--- config.mk ---
export PLATFORM = sky130hd
export DESIGN_NAME = char_buf_ctl
export DESIGN_NICKNAME = d
export VERILOG_FILES = /design/src/rtl/char_buf_ctl.sv
export SDC_FILE = /design/constraint.sdc
export NUM_CORES = 2
export LEC_CHECK = 0
export CAP_MARGIN = 20
export CELL_PAD_IN_SITES_DETAIL_PLACEMENT = 1
export CELL_PAD_IN_SITES_GLOBAL_PLACEMENT = 2
export CORE_MARGIN = 3
export CORE_UTILIZATION = 30
export CTS_CLUSTER_DIAMETER = 40
export CTS_CLUSTER_SIZE = 14
export DETAILED_ROUTE_END_ITERATION = 7
export GPL_ROUTABILITY_DRIVEN = 0
export PLACE_DENSITY = 0.49
export SLEW_MARGIN = 20
export SYNTH_ARGS = -nofsm -noshare
export SYNTH_HDL_FRONTEND = slang
export SYNTH_SLANG_ARGS = --single-unit
--- constraint.sdc ---
create_clock -name clk -period 20.6 [get_ports clk]
set_clock_uncertainty 0.1 [all_clocks]
set_input_delay 4.12 -clock clk [delete_from_list [all_inputs] [get_ports clk]]
set_output_delay 4.12 -clock clk [all_outputs]
set_load 0.1 [all_outputs]
--- src/rtl/char_buf_ctl.sv ---
`default_nettype none
// ============================================================================
// Module      : char_buf_ctl
// Description : Double-buffered 16x16 character memory with a vblank-aligned
//               bank swap and a back-bank refresh from the new front bank.
// Revision    : 1.0 - initial release
// ============================================================================
module char_buf_ctl #(
    parameter logic [7:0] FILL_CHAR = 8'h20
) (
    input  logic       clk,
    input  logic       rst,
    input  logic       vblnk_in,
    input  logic [7:0] char_xy,
    output logic [7:0] char_code,
    input  logic       wr_valid,
    output logic       wr_ready,
    input  logic [7:0] wr_addr,
    input  logic [7:0] wr_char,
    input  logic       clear,
    input  logic       commit,
    output logic       busy,
    output logic       commit_done
);

    typedef enum logic [2:0] {
        S_INIT    = 3'd0,
        S_IDLE    = 3'd1,
        S_CLEAR   = 3'd2,
        S_WAIT_VS = 3'd3,
        S_COPY    = 3'd4
    } state_t;

    state_t     r_state;
    logic [7:0] r_idx;
    logic       r_front_sel;
    logic       r_vblnk_prev;
    logic       r_wr_ready;
    logic       r_busy;
    logic       r_commit_done;
    logic [7:0] r_char_code;

    logic [7:0] r_bank0 [256];
    logic [7:0] r_bank1 [256];

    logic       w_idx_last;
    logic       w_swap;
    logic [7:0] w_front_at_idx;
    logic       w_we_back;
    logic       w_we_both;
    logic       w_we0;
    logic       w_we1;
    logic [7:0] w_waddr;
    logic [7:0] w_wdata;

    assign w_idx_last     = (r_idx == 8'hFF);
    assign w_swap         = vblnk_in && !r_vblnk_prev;
    assign w_front_at_idx = r_front_sel ? r_bank1[r_idx] : r_bank0[r_idx];

    // Single shared write port per bank; the back bank is the one not selected.
    always_comb begin
        w_we_back = 1'b0;
        w_we_both = 1'b0;
        w_waddr   = r_idx;
        w_wdata   = FILL_CHAR;
        if (!rst) begin
            case (r_state)
                S_INIT: begin
                    w_we_both = 1'b1;
                end
                S_IDLE: begin
                    if (wr_valid) begin
                        w_we_back = 1'b1;
                        w_waddr   = wr_addr;
                        w_wdata   = wr_char;
                    end
                end
                S_CLEAR: begin
                    w_we_back = 1'b1;
                end
                S_COPY: begin
                    w_we_back = 1'b1;
                    w_wdata   = w_front_at_idx;
                end
                default: begin
                    w_we_back = 1'b0;
                end
            endcase
        end
    end

    assign w_we0 = w_we_both || (w_we_back &&  r_front_sel);
    assign w_we1 = w_we_both || (w_we_back && !r_front_sel);

    always_ff @(posedge clk) begin
        if (w_we0) begin
            r_bank0[w_waddr] <= w_wdata;
        end
        if (w_we1) begin
            r_bank1[w_waddr] <= w_wdata;
        end
    end

    // Display read runs in every state; the swap-edge cycle still sees the old bank.
    always_ff @(posedge clk) begin
        if (rst) begin
            r_char_code <= 8'h00;
        end else begin
            r_char_code <= r_front_sel ? r_bank1[char_xy] : r_bank0[char_xy];
        end
    end

    always_ff @(posedge clk) begin
        if (rst) begin
            r_state       <= S_INIT;
            r_idx         <= 8'd0;
            r_front_sel   <= 1'b0;
            r_vblnk_prev  <= 1'b0;
            r_wr_ready    <= 1'b0;
            r_busy        <= 1'b1;
            r_commit_done <= 1'b0;
        end else begin
            r_vblnk_prev  <= vblnk_in;
            r_commit_done <= 1'b0;
            case (r_state)
                S_INIT, S_CLEAR, S_COPY: begin
                    r_idx <= w_idx_last ? 8'd0 : r_idx + 8'd1;
                    if (w_idx_last) begin
                        r_state       <= S_IDLE;
                        r_wr_ready    <= 1'b1;
                        r_busy        <= 1'b0;
                        r_commit_done <= (r_state == S_COPY);
                    end
                end
                S_IDLE: begin
                    if (commit) begin
                        r_state    <= S_WAIT_VS;
                        r_wr_ready <= 1'b0;
                        r_busy     <= 1'b1;
                    end else if (clear) begin
                        r_state    <= S_CLEAR;
                        r_wr_ready <= 1'b0;
                        r_busy     <= 1'b1;
                    end
                end
                S_WAIT_VS: begin
                    // Only a fresh rising edge counts; a level already high is skipped.
                    if (w_swap) begin
                        r_front_sel <= ~r_front_sel;
                        r_state     <= S_COPY;
                    end
                end
                default: begin
                    r_state    <= S_INIT;
                    r_idx      <= 8'd0;
                    r_wr_ready <= 1'b0;
                    r_busy     <= 1'b1;
                end
            endcase
        end
    end

    assign char_code   = r_char_code;
    assign wr_ready    = r_wr_ready;
    assign busy        = r_busy;
    assign commit_done = r_commit_done;

endmodule
`default_nettype wire

==> impl_results.md <==
* Num CTS Buffers at about 790
* Main synth FF type: edfxtp_1
* Most frequent cells in the layout: 4,096 x edfxtp_1, 1,818 x mux4_2, 862 x mux2i_1, 798 x clkbuf_16, 566 x nor2_1
* DRT antenna net count at 0
* F_max at 0.104 GHz
* Commonest non-fill, non-tap cell in the layout: edfxtp_1
* Largest family of logic cells by synthesized area: multiplexers
* Max clock buf depth at 4
* Post-Place Cell Area at 0.206 mm²
* Seq cells post-synth at 4,128
* Chip height at 811 µm
* Mapped Cells at 10.4k
* Finished Cell Area at ~0.23 mm²
* CTS tree: yes
* Pre-CTS WS at about 10 ns
* Total Wirelength at 847 mm
* Syn nets at between 10k and 15k
* Antenna violations before repair at 77
* Final setup TNS at 0 ns
* Element type at the critical path start: flop
* Finish-stage setup viols at 0
* Syn Area/Cell at 18.7 µm²
* Grt met1 use at 34.2%
* Part of the cycle the worst path needs at 46.6%
* Post-CTS sizing at 0
* Leak Pwr at 81.2 nW
* Grt ovf at 0
* Simple-gate share of the synthesized area at 3.17%
* WP data arrival at 10.18 ns
* Root Driver: clkbuf_16
* Synth Area in XOR/XNOR at 0.0360%
* Ports at 41
* Peak VDD IR at 85.5 µV
* Delay-heaviest family, CP: buffers and inverters
* Status: finished clean
* RSZ-0062 raised after global routing: false
* Initial Util at 30.1%
* Synth Area in Compound Gates at ~4.7%
* Slew Limit Fails at 0
* Row count at about 300
* Clock slew at reported path FFs at about 0.05 ns
* Max cap viols at 0
* Synth Cell Area at 0.194 mm²
* Share of layout cells above drive strength 1 at 33.3%
* CTS Hold Bufs at 0
* Met2 Use GR at between 40 and 50%
* Post-DP HPWL at around 570 mm
* Crit path time final at 9.60 ns
* Busiest grt layer: met2
* CTS HTree Levels at 6
* Grt met3 use at 3.80%
* Worst-margin pin slew at between 1 and 1.5 ns
* TritonRoute pass-1 iters at 6
* Core Area at 0.646 mm²
* Via count at 118k
* Hold Vio Cnt, Final at 0
* Pwr Total at 23.6 mW
* CP cell instances: buf_4 -> buf_4 -> buf_4 -> buf_4 -> buf_4 -> mux4_2 -> mux4_2 -> a21oi_1 -> o21ai_0 -> nor3_1 -> or4_1 -> nand3_4 -> buf_4 -> buf_16 -> buf_4
* Maximum number of pins on one net before global-route repair at between 150 and 200
* Chip width at approximately 810 µm
* Worst-path fanout max at 76
* Yosys warns at 0
* Crit Path Class: flop to flop
* Number of enable flip-flop cells after synthesis at a little over 4k
* CP required at 21.17 ns
* Power Dens Cells at 101 mW/mm²
* Vias per cell at slightly below 6
* Rel. slew slack at 7.78%
* Vias in the first global route at 124k
* Post-synthesis async set-or-reset flop share at 0%
* # DRC at 0
* Type of the most critical hold path: flop to flop
* Initial DRC count at 13.6k
* Sequential area share after synthesis at 63.6%
* Synth Area in Adders at 0.0167%
* Max incr delay on CP at 0.91 ns
* Total Routing Usage GR at 25.1%
* Die area at 0.658 mm²
* Post-CTS Setup Bufs at 0
* Most Frequent Cell on Critical Path: buf_4
* Worst-Skew Late Latency at 1.15 ns
* PortBufs at 40
* Area delta synth->final at 19.8%
* Drt wl/cell at 41.8 µm
* Buffers and inverters on the worst path at 8
* CP Capture Type: flop
* Worst Setup Slack, final at 11.00 ns
* Fin nets at ~11k
* Critical path's slowest cell: nor3_1
* Clock Sinks at just over 4k
* Global-route wire length before repair at 1130 mm
* Final Util at 36.1%
* Synth unique cells at 73
* Post-synthesis mux area share at roughly a quarter
Yosys cell counts (112+ instances only):
cell	count	share of area, %
a21oi_1	229	0.59
buf_2	194	0.50
buf_6	112	0.65
clkbuf_1	348	0.67
edfxtp_1	4096	63
mux2i_1	862	4.4
mux4_2	1818	21
nand2_1	252	0.49
nor2_1	674	1.3
nor3_1	165	0.42
o21ai_0	165	0.42
o221ai_1	328	1.5
o22ai_1	179	0.58
logic make-up after synthesis:
| group | after synthesis |
|---|---|
| mux | 2708 |
| fa+ha+maj | 3 |
| flops | 4128 |
| compound gates | 1308 |
| xor+xnor | 8 |
| simple gates | 1401 |
| buf+inv | 860 |
state kept, by name, indices dropped and copies added, names as in the netlist, named ones only:
name and cells:
r_idx 8, r_vblnk_prev 1, r_bank1 2048, commit_done 1, busy 1, char_code 8
r_front_sel 1, r_state 3, r_bank0 2048, wr_ready 1
layer usage:
| metal | routed length (µm) | vias to the layer above |
|---|---|---|
| met4 | 34600 | 16 |
| met1 | 358000 | 66200 |
| li1 | - | 46100 |
| met5 | 119 | - |
| met3 | 51500 | 1267 |
| met2 | 403000 | 4801 |
area by class of cell:
class                   count  area [µm²]
multi-input cells        5428       66600
inverters                   9        60.1
well taps                8613       10800
fillers                 62900      413000
clock inverters           583        6580
flip-flops and latches   4128      124000
clock buffers             898       20400
diodes                     51         128
repair buffers            550        4810
per-stage QoR:
step | hold slack (ns) | instances
2_1_floorplan | 0.463 | 10400
3_3_place_gp | 0.500 | 18700
3_5_place_dp | 0.515 | 18700
4_1_cts | 0.524 | 20200
5_1_grt | 0.564 | 20200
6_report | 0.533 | 20300
tightest hold or removal path: cells and delay by family (launching register included):
family           cells  cell delay, ns
flip-flops           1            0.37
XOR/XNOR             1            0.18
AND/OR/NAND/NOR      1            0.04
path summary, 6_finish.rpt:
path | to | start | cells past startpoint | slack, ns
setup / recovery | r_bank0[215][0]$_DFFE_PP_ | flop | 15 | 11.00
hold / removal | flop | r_idx[5]$_SDFFE_PP0N_ | 2 | 0.53
setup reg to reg | r_bank0[215][0]$_DFFE_PP_ | flop | 15 | 11.00
hold reg to reg | flop | r_idx[5]$_SDFFE_PP0N_ | 2 | 0.53
report_power, final:
part	internal, mW	switching [mW]
clock	8.31	4.75
sequential	9.12	0.0209
combinational	0.450	0.919
total	17.9	5.69
Note: power is estimated with default switching activity, not from simulation.
